===== config.mk =====
export PLATFORM = sky130hd
export DESIGN_NAME = divide_seq_frac_flat
export DESIGN_NICKNAME = d
export VERILOG_FILES = /design/src/rtl/divide_seq_frac_if.sv /design/src/rtl/divide_seq_frac.sv /design/src/flat_wrapper.sv
export SDC_FILE = /design/constraint.sdc
export NUM_CORES = 1
export LEC_CHECK = 0
export ABC_AREA = 1
export CORE_UTILIZATION = 56
export DETAILED_ROUTE_END_ITERATION = 10
export PLACE_DENSITY = 0.78
export SYNTH_ARGS = -nofsm -noshare
export SYNTH_HDL_FRONTEND = slang
export SYNTH_SLANG_ARGS = --single-unit

===== constraint.sdc =====
create_clock -name Clk -period 2.14 [get_ports Clk]
set_input_delay 0.214 -clock Clk [delete_from_list [all_inputs] [get_ports Clk]]
set_output_delay 0.214 -clock Clk [all_outputs]
set_load 0.005 [all_outputs]

===== src/rtl/divide_seq_frac_if.sv =====
// Operand/result bundle for the sequential fractional divider.
// The requester side drives start and operands; the divider drives status and results.
interface divide_seq_frac_if #(
   parameter int WIDTH = 8,
   parameter int FRAC  = 8
);
   // A zero-bit vector is not legal, so the fraction port keeps a minimum width of one bit when FRAC = 0.
   localparam int FW = (FRAC > 0) ? FRAC : 1;

   logic             start;
   logic [WIDTH-1:0] dividend;
   logic [WIDTH-1:0] divisor;
   logic             busy;
   logic             done;
   logic [WIDTH-1:0] quotient;
   logic [FW-1:0]    fraction;
   logic [WIDTH-1:0] remainder;
   logic             div_by_zero;

   modport master (
      output start, dividend, divisor,
      input  busy, done, quotient, fraction, remainder, div_by_zero
   );

   modport slave (
      input  start, dividend, divisor,
      output busy, done, quotient, fraction, remainder, div_by_zero
   );
endinterface


===== src/rtl/divide_seq_frac.sv =====
// Restoring shift-subtract divider: one quotient bit per clock.
// It produces WIDTH integer bits and then FRAC fraction bits, with the integer remainder kept aside.
module divide_seq_frac #(
   parameter int WIDTH = 8,
   parameter int FRAC  = 8
) (
   input  logic            Clk,
   input  logic            reset_n,
   divide_seq_frac_if.slave bus
);
   localparam int QW = WIDTH + FRAC;
   localparam int FW = (FRAC > 0) ? FRAC : 1;
   localparam int CW = $clog2(QW + 1);

   typedef enum logic [1:0] {IDLE, ITER, DONE} state_t;

   state_t           state_q;
   logic [CW-1:0]    cnt_q;
   logic [WIDTH-1:0] divisor_q;
   logic [WIDTH-1:0] dvdShift_q;
   logic [WIDTH:0]   prem_q;
   logic [WIDTH-1:0] intRem_q;
   logic [QW-1:0]    quotBits_q;

   logic             busy_q;
   logic             done_q;
   logic [WIDTH-1:0] quotient_q;
   logic [FW-1:0]    fraction_q;
   logic [WIDTH-1:0] remainder_q;
   logic             divByZero_q;

   logic [WIDTH:0]   shifted;
   logic [WIDTH:0]   trial;
   logic             qBit;
   logic [WIDTH:0]   prem_d;
   logic [QW-1:0]    quotBits_d;
   logic [FW-1:0]    fracBits;

   // Once the dividend has been shifted out its register is all zeros,
   // so the fraction phase shifts zeros into the partial remainder.
   always_comb begin
      shifted    = (prem_q << 1) | (WIDTH+1)'(dvdShift_q[WIDTH-1]);
      trial      = shifted - {1'b0, divisor_q};
      qBit       = (shifted >= {1'b0, divisor_q});
      prem_d     = qBit ? trial : shifted;
      quotBits_d = (quotBits_q << 1) | QW'(qBit);
      fracBits   = (FRAC > 0) ? quotBits_d[FW-1:0] : '0;
   end

   always_ff @(posedge Clk or negedge reset_n) begin
      if (!reset_n) begin
         state_q     <= IDLE;
         cnt_q       <= '0;
         divisor_q   <= '0;
         dvdShift_q  <= '0;
         prem_q      <= '0;
         intRem_q    <= '0;
         quotBits_q  <= '0;
         busy_q      <= 1'b0;
         done_q      <= 1'b0;
         quotient_q  <= '0;
         fraction_q  <= '0;
         remainder_q <= '0;
         divByZero_q <= 1'b0;
      end else begin
         case (state_q)
            IDLE: begin
               done_q <= 1'b0;
               if (bus.start) begin
                  busy_q <= 1'b1;
                  if (bus.divisor != '0) begin
                     divisor_q  <= bus.divisor;
                     dvdShift_q <= bus.dividend;
                     prem_q     <= '0;
                     quotBits_q <= '0;
                     cnt_q      <= '0;
                     state_q    <= ITER;
                  end else begin
                     quotient_q  <= '1;
                     fraction_q  <= {FW{(FRAC > 0)}};
                     remainder_q <= bus.dividend;
                     divByZero_q <= 1'b1;
                     done_q      <= 1'b1;
                     state_q     <= DONE;
                  end
               end
            end
            ITER: begin
               prem_q     <= prem_d;
               dvdShift_q <= {dvdShift_q[WIDTH-2:0], 1'b0};
               quotBits_q <= quotBits_d;
               cnt_q      <= cnt_q + CW'(1);
               if (cnt_q == CW'(WIDTH - 1))
                  intRem_q <= prem_d[WIDTH-1:0];
               // With no fraction bits the last integer step is also the final one.
               if (cnt_q == CW'(QW - 1)) begin
                  quotient_q  <= quotBits_d[QW-1 -: WIDTH];
                  fraction_q  <= fracBits;
                  remainder_q <= (FRAC == 0) ? prem_d[WIDTH-1:0] : intRem_q;
                  divByZero_q <= 1'b0;
                  done_q      <= 1'b1;
                  state_q     <= DONE;
               end
            end
            DONE: begin
               done_q  <= 1'b0;
               busy_q  <= 1'b0;
               state_q <= IDLE;
            end
            default: begin
               done_q  <= 1'b0;
               busy_q  <= 1'b0;
               state_q <= IDLE;
            end
         endcase
      end
   end

   assign bus.busy        = busy_q;
   assign bus.done        = done_q;
   assign bus.quotient    = quotient_q;
   assign bus.fraction    = fraction_q;
   assign bus.remainder   = remainder_q;
   assign bus.div_by_zero = divByZero_q;
endmodule


===== src/flat_wrapper.sv =====
// flat-port wrapper written by rule: the top's interface ports become plain ports
module divide_seq_frac_flat 
#(
   parameter int WIDTH = 8,
   parameter int FRAC  = 8
)
  (Clk, reset_n, bus_start, bus_dividend, bus_divisor, bus_busy, bus_done, bus_quotient, bus_fraction, bus_remainder, bus_div_by_zero);
  divide_seq_frac_if #(.WIDTH(WIDTH), .FRAC(FRAC)) bus_i ();
  input  logic Clk;
  input  logic reset_n;
  input wire logic [$bits(bus_i.start)-1:0] bus_start;
  input wire logic [$bits(bus_i.dividend)-1:0] bus_dividend;
  input wire logic [$bits(bus_i.divisor)-1:0] bus_divisor;
  output wire logic [$bits(bus_i.busy)-1:0] bus_busy;
  output wire logic [$bits(bus_i.done)-1:0] bus_done;
  output wire logic [$bits(bus_i.quotient)-1:0] bus_quotient;
  output wire logic [$bits(bus_i.fraction)-1:0] bus_fraction;
  output wire logic [$bits(bus_i.remainder)-1:0] bus_remainder;
  output wire logic [$bits(bus_i.div_by_zero)-1:0] bus_div_by_zero;
  assign bus_i.start = bus_start;
  assign bus_i.dividend = bus_dividend;
  assign bus_i.divisor = bus_divisor;
  assign bus_busy = bus_i.busy;
  assign bus_done = bus_i.done;
  assign bus_quotient = bus_i.quotient;
  assign bus_fraction = bus_i.fraction;
  assign bus_remainder = bus_i.remainder;
  assign bus_div_by_zero = bus_i.div_by_zero;
  divide_seq_frac #(.WIDTH(WIDTH), .FRAC(FRAC)) u_core (.Clk(Clk), .reset_n(reset_n), .bus(bus_i));
endmodule

======== Word level (Yosys, flattened, before mapping) ========
Index checks and enable logic that the tools add are counted.
W data, S select, Z words.
cells by class
  order comparisons ....................... 1
  equality and inequality tests ........... 7
  multiplexer cells ....................... 37
  bitwise gates (word level) .............. 3
  reductions and logical operators ........ 9
  add/subtract/negate cells ............... 2
operator list
  kind                   number
  $mux W8                12
  $pmux W8 S2            5
  $mux W15               2
  $pmux W15 S2           1
  $or A16 B1 Y16         1
  $mux W5                2
  $pmux W5 S2            1
  $ge A9 B8 Y1           1
  $or A9 B1 Y9           1
  $reduce_bool A8 Y1     1
  $sub A8 B8 Y8          1
  $mux W1                7
  $mux W2                3
  $pmux W1 S2            3
  $reduce_and A2 Y1      3
  $reduce_and A3 Y1      2
  $add A5 B1 Y5 const B  1
  $eq A5 B3 Y1 const B   1
  $eq A5 B4 Y1 const B   1
  $ne A2 B1 Y1 const B   2
  $ne A2 B2 Y1 const B   2
  $pmux W2 S2            1
  $reduce_and A4 Y1      1
  $eq A2 B1 Y1 const B   1
  3 further kinds        3
storage, ports and cells
  logic and storage cells ................. 72
  bits of input ports ..................... 19
  bits in registers ....................... 81
  output and inout port bits .............. 27

======== Longest topological paths before layout ========
Gate-level depths: netlist of the first run.
  depth in word-level cells ............... 5
  mapped depth ............................ 12
  gate-level depth less buffers ........... 12

======== Worst setup path after synthesis of the first run ========
No wires, ideal clock.
  path kind ............................... register to register
  from .................................... register u_core.cnt_q[0]
  to ...................................... register u_core.fraction_q[1] (netlist: u_core.bus.fraction[1])
  stages on the path, launching flop included .. 12
  buffers on the path ..................... 1
  clock period less this slack ............ 1.707 ns
  setup time .............................. 0.120 ns
  data required time ...................... 2.020 ns
  arrival time ............................ 1.588 ns
  slack ................................... 0.433 ns
  cell sequence ........................... dfrtp_1 -> ha_1 -> nand2_1 -> nor2_1 -> ha_1 -> inv_1 -> nand2_1 -> nand2_1 -> a21oi_4 -> buf_6 -> nor2_1 -> a21oi_2
between the ends
  word-level cells in the longest chain between the ends .. 3
RTL lines
  element                             line                   source
  start, declared                     divide_seq_frac.sv:18  logic [CW-1:0] cnt_q;
  start signal, assigned              divide_seq_frac.sv:92  cnt_q <= cnt_q + CW'(1);
  $eq A5 B4 Y1                        divide_seq_frac.sv:96  if (cnt_q == CW'(QW - 1)) begin
  $ne A2 B1 Y1 (no source line)       --
  $reduce_and A4 Y1 (no source line)  --
  end signal, assigned                divide_seq_frac.sv:80  fraction_q <= {FW{(FRAC > 0)}};
  end signal, assigned                divide_seq_frac.sv:98  fraction_q <= fracBits;
  end, declared                       divide_seq_frac.sv:28  logic [FW-1:0] fraction_q;
No other way between the ends.
A chain may end at the register's enable or synchronous reset.

======== Final worst setup path of the first run ========
  from .................................... register u_core.cnt_q[0]
  to ...................................... register u_core.fraction_q[0] (netlist: u_core.bus.fraction[0])
The elaborated chain is that of the path after synthesis.

==> results of run 1 <==
==> critical path, stage by stage, from the launching register on <==
cell	delay (ns)
dfrtp_1	0.41
ha_1	0.21
nand2_1	0.14
nor2_1	0.06
ha_1	0.17
inv_1	0.18
nand2_1	0.12
nand2_1	0.13
a21oi_4	0.06
buf_12	0.17
o21ai_0	0.14
inv_1	0.05
==> cell usage after synthesis (all sizes together) <==
master / count
o21bai: 1
fa: 1
xnor2: 3
ha: 10
inv: 47
nand4: 3
dfrtp: 81
o211ai: 6
or2: 1
nand2: 169
buf: 11
nor4: 1
mux2: 1
clkbuf: 2
a21oi: 19
nand3: 30
xor2: 1
nor2: 34
a22o: 2
nand3b: 4
nor3: 2
o21ai: 28
==> registers in the layout (all words and copies together), names as in the netlist <==
name,count
u_core.state_q,2
u_core.dvdShift_q,8
u_core.bus.div_by_zero,1
u_core.bus.fraction,8
u_core.bus.busy,1
u_core.quotBits_q,15
u_core.prem_q,8
u_core.cnt_q,5
u_core.bus.remainder,8
u_core.bus.done,1
u_core.intRem_q,8
u_core.divisor_q,8
u_core.bus.quotient,8
==> final timing paths <==
check	start	end	slack, ns
min in group Clk	bus_divisor[5]	u_core.divisor_q[5]$_DFFE_PN0P_	0.47
setup / recovery	u_core.cnt_q[0]$_DFFE_PN0P_	u_core.bus.fraction[0]$_DFFE_PN0P_	0.19
hold / removal	reset_n	u_core.bus.fraction[3]$_DFFE_PN0P_	0.34
hold reg to reg	u_core.intRem_q[3]$_DFFE_PN0P_	u_core.intRem_q[3]$_DFFE_PN0P_	0.48
max in group asynchronous	reset_n	u_core.prem_q[6]$_DFFE_PN0P_	1.20
setup reg to reg	u_core.cnt_q[0]$_DFFE_PN0P_	u_core.bus.fraction[0]$_DFFE_PN0P_	0.19
==> power breakdown <==
group | switching (mW) | internal [mW]
Combinational | 2.06 | 1.35
Sequential | 0.348 | 2.08
Clock | 0.524 | 0.538
Total | 2.93 | 3.97
==> cells by family (layout without fill, tap and decap cells) <==
logic type / after synthesis / after routing
simple gates: 244 / 244
flops: 81 / 81
buf+inv: 60 / 121
compound gates: 56 / 56
fa+ha+maj: 11 / 11
xor+xnor: 4 / 4
mux: 1 / 1
==> routing by layer <==
layer  vias up  GRT usage [%]
met2        78           43.5
li1       1565              -
met3        14           3.21
met5         -              0
met1      1485           33.9
met4         0           10.3
==> layout make-up <==
cell class                      instances  share of cell area (%)
Clock inverter                          5                    1.21
Timing Repair Buffer                   58                    12.6
Clock buffer                           11                    2.83
Sequential cell                        81                    43.7
Inverter                               47                    3.80
Multi-Input combinational cell        316                    33.8
Tap cell                               77                    2.07
==> what timing repair did <==
| action | in CTS | in global routing |
|---|---|---|
| endpoints found under the hold margin | 29 | 0 |
| gates resized for setup | 0 | 1 |
| endpoints found under the setup margin | 0 | 3 |
| buffers inserted | 0 | 1 |
| hold buffers | 1 | 0 |
==> flow_metrics.tcl, run 1 <==
set metrics [dict create \
    hold_ws_ns 0.337 \
    synthToLayoutAreaGrowth_pct 20.6 \
    synth_top_family_by_area "simple AND/OR/NAND/NOR gates" \
    via_per_inst 5.28 \
    cts_root_buffer "clkbuf_8" \
    drive_above_1_share_pct 9.46 \
    die_area_um2 7210 \
    finalWorstSetupSlack_ns 0.190 \
    wl_met2_um 3990 \
    synth_fa_ha_area_share_pct 3.77 \
    finalCritPeriodShare_pct 91.1 \
    syn_inst 457 \
    stdcell_count 595 \
    synth_top_area_share_pct 52.7 \
    antenna_found_initial 0 \
    synth-seq-cells 81 \
    yosys.area_share.simple_pct 26.6 \
    rr_worst_depth 11 \
    first_iter_violations 150 \
    hold_viol_final 0 \
    hp-class "in2async" \
    antenna_left 0 \
    fin_crit_ns 1.95 \
    final.fill_count 497 \
    start_util_pct 59.3 \
    final_cell_mix "nand2_1, dfrtp_1, inv_1, clkdlybuf4s50_1" \
    tns_ns 0 \
    tightest_slew_ns 0.559 \
    layout_commonest_cell "nand2_1" \
    drv_slew 0 \
    multi_input_area_um2 1570 \
    htreeDepth 3 \
    critPathKind "reg2reg" \
    die_x_um 84.9 \
    synth_area_um2 3850 \
    wl_per_cell_um 13.9 \
    cts_made_buffers 9 \
    grt_pass1_vias 3199 \
    synth_area_leader_cell "dfrtp_1" \
    vias 3142 \
    dpl-instance-area_um2 4430 \
    drt_pre_antenna_iters 8 \
    crit_required_ns 2.37 \
    clkLatencyLatePin_ns 0.34 \
    row_count 29 \
    portBuffers 45 \
    synth_xor_area_share_pct 0.910 \
    n_antenna_cell 0 \
    ff_latch_area_um2 2030 \
    synth_warnings 0 \
    setup_viol 0 \
    core_um2 6490 \
    placed_cells 577 \
    track_usage_pct 25.7 \
    synthTopCellsByArea "dfrtp_1, nand2_1, inv_1, nand3_1, o21ai_0" \
    cp-start-kind "flop" \
    nets 543 \
    finalClockSkew_ns 0.0163 \
    cts_tree "built" \
    final_area_um2 4640 \
    wl_met1_um 3780 \
    synth.mux.area_fraction_pct 0.293 \
    syn_area_per_cell_um2 8.42 \
    gr-total-overflow 0 \
    cts_sinks 81 \
    pin_count 46 \
    rsz0062_at_grt "false" \
    route.detailed.drc 4 \
    critPathCaptureType "flop" \
    violations "DRC" \
    p_leak_nw 2.22 \
    gp_congestion 0.875 \
    highest_layer "met4" \
    path_max_fanout 11 \
    grt_max_degree 35 \
    utilization_pct 71.5 \
    slew_headroom_pct 62.4 \
    outcome "finished, violations left" \
    powerDensity_nw_per_um2 1490 \
    synthesis.nets 487 \
    clock_path_buffers 2 \
    clk_pin_slew_ns 0.08 \
    pre_cts_slack_ns 0.183 \
    finalPower_mw 6.90 \
    wl_met3_um 358 \
    hpwl_um 6080 \
    die_y_um 84.9 \
    ys_seq_area_share_pct 52.7 \
    vdd_drop_max_mv 0.978 \
    synth_compound_area_share_pct 9.10 \
    grt_first_pass_wirelength_um 14500 \
    wl_um 8270 \
    synth.distinct_cells 30 \
    maxCapViolations 0 \
    worstPathArrival_ns 2.18 \
    max_freq_mhz 513 \
]
(Power assumes the default switching activity.)
==> inputs of run 2 (changes only) <==
Settings changed: CAP_MARGIN set to 20.
==> results of run 2 <==
Same layout as run 1: the final DEF is identical, and so are final timing and power.
==> inputs of run 3 (changes only) <==
Settings changed: CORE_UTILIZATION 56 to 40, CTS_BUF_LIST set to sky130_fd_sc_hd__clkbuf_4 sky130_fd_sc_hd__clkbuf_8, PLACE_DENSITY 0.78 to 0.58.
==> flow_metrics.tcl, run 3 (synthesized netlist as in run 1, its figures left out) <==
set metrics [dict create \
    htreeDepth 3 \
    vias 3091 \
    final_cell_mix "nand2_1, dfrtp_1, inv_1, clkdlybuf4s50_1" \
    r2r_start "u_core.cnt_q[0]$_DFFE_PN0P_" \
    antenna_left 0 \
    pin_count 46 \
    setup_viol 0 \
    clk_pin_slew_ns 0.09 \
    slew_headroom_pct 59.6 \
    clkLatencyLatePin_ns 0.35 \
    fin_crit_ns 1.93 \
    core_um2 9280 \
    portBuffers 45 \
    drt_pre_antenna_iters 4 \
    synthToLayoutAreaGrowth_pct 23.4 \
    grt_pass1_vias 3056 \
    worstPathArrival_ns 2.17 \
    max_freq_mhz 517 \
    largest_reg_flops 15 \
    first_iter_violations 136 \
    finalCritPeriodShare_pct 90.3 \
    crit_buf_inv 2 \
    drv_slew 0 \
    start_util_pct 41.5 \
    gp_congestion 0.870 \
    grt_max_degree 37 \
    cts_root_buffer "clkbuf_8" \
    nets 547 \
    startpoint "u_core.cnt_q[0]$_DFFE_PN0P_" \
    wl_met1_um 4200 \
    wl_per_cell_um 13.1 \
    cts_tree "built" \
    hp-class "in2async" \
    route.detailed.drc 0 \
    cp_slowest_cell "dfrtp_1" \
    clock_path_buffers 2 \
    antenna_found_initial 0 \
    gr-total-overflow 0 \
    tns_ns 0 \
    slowest_delay_ns 0.41 \
    p_leak_nw 2.25 \
    hold_viol_final 0 \
    wl_met2_um 3960 \
    grt_first_pass_wirelength_um 14900 \
    maxCapViolations 0 \
    critPathCaptureType "flop" \
    worstPathCellList "ha_1 -> nand2_1 -> nor2_1 -> ha_1 -> inv_1 -> nand2_1 -> nand2_1 -> a21oi_4 -> buf_4 -> nor2_1 -> a21oi_2" \
    vdd_drop_max_mv 0.757 \
    row_count 35 \
    regMostFlops "u_core.quotBits_q" \
    dpl-instance-area_um2 4500 \
    finalClockSkew_ns 0.0138 \
    layout_commonest_cell "nand2_1" \
    cp.depth 11 \
    via_per_inst 4.75 \
    crit_top_cell "nand2_1" \
    path_max_fanout 11 \
    rr_worst_depth 11 \
    tightest_slew_ns 0.601 \
    die_y_um 100 \
    track_usage_pct 19.2 \
    powerDensity_nw_per_um2 1480 \
    n_antenna_cell 0 \
    die_x_um 100 \
    hpwl_um 6230 \
    cp-start-kind "flop" \
    critPathKind "reg2reg" \
    cts_sinks 81 \
    cts_made_buffers 9 \
    wl_um 8510 \
    rsz0062_at_grt "false" \
    worst_path_dominant_cell_family "simple AND/OR/NAND/NOR gates" \
    outcome "complete, no violations" \
    die_area_um2 10000 \
    final_area_um2 4750 \
    wl_met3_um 236 \
    highest_layer "met4" \
    crit_required_ns 2.38 \
    r2r-end "u_core.bus.fraction[7]$_DFFE_PN0P_" \
    drive_above_1_share_pct 10.5 \
    worst-r2r-setup-slack_ns 0.21 \
]
## run 3: changes by cell type in the layout (fill, tap and decap cells not counted), sizes merged
| cell | delta |
|---|---|
| buf | +4 |
| bufinv | +1 |
| clkbuf | -1 |
| clkinvlp | -1 |
| inv | +1 |
## run 3: per-layer routing
metal  global-route usage (%)  up-vias
li1                         -     1572
met1                     26.5     1460
met2                     30.7       50
met3                     3.20        9
met4                     6.58        0
met5                        0        -
## run 3: repair_timing
item | in CTS | in global routing
resized for setup | 0 | 1
setup endpoints to repair | 0 | 4
hold endpoints to repair | 22 | 0
hold buffers | 1 | 0
buffers inserted | 0 | 2
## run 3: worst max path at each step
| stage | end |
|---|---|
| final | u_core.bus.fraction[7]$_DFFE_PN0P_ |
| after global routing | u_core.intRem_q[2]$_DFFE_PN0P_ |
| after CTS | u_core.bus.fraction[7]$_DFFE_PN0P_ |
| after detailed placement | u_core.bus.fraction[0]$_DFFE_PN0P_ |
| after global placement | u_core.intRem_q[4]$_DFFE_PN0P_ |
| after floorplan | u_core.bus.fraction[1]$_DFFE_PN0P_ |
## run 3: final cells by class
type                    count  area [µm²]
inverters                  47         176
clock buffers              10         131
clock inverters             6        91.3
well taps                 129         161
fillers                   898        4540
multi-input cells         316        1570
repair buffers             62         591
flip-flops and latches     81        2030
## run 3: per-stage QoR
stage          cells  utilization, %  hold WS [ns]  setup WS (ns)  power (mW)
3_3_place_gp     632            48.4         0.139          0.234        5.73
2_1_floorplan    457               -       -0.0816          0.433        4.75
4_1_cts          649            50.9         0.301          0.178        7.06
6_report         651            51.1         0.290          0.207        7.04
3_5_place_dp     632            48.4         0.142          0.195        5.77
5_1_grt          651            51.1         0.303         0.0219        7.74
## run 3: where the power goes
part           switching [mW]  total (mW)  internal [mW]
sequential              0.331        2.41           2.08
clock                   0.590        1.27          0.677
combinational            2.03        3.36           1.33
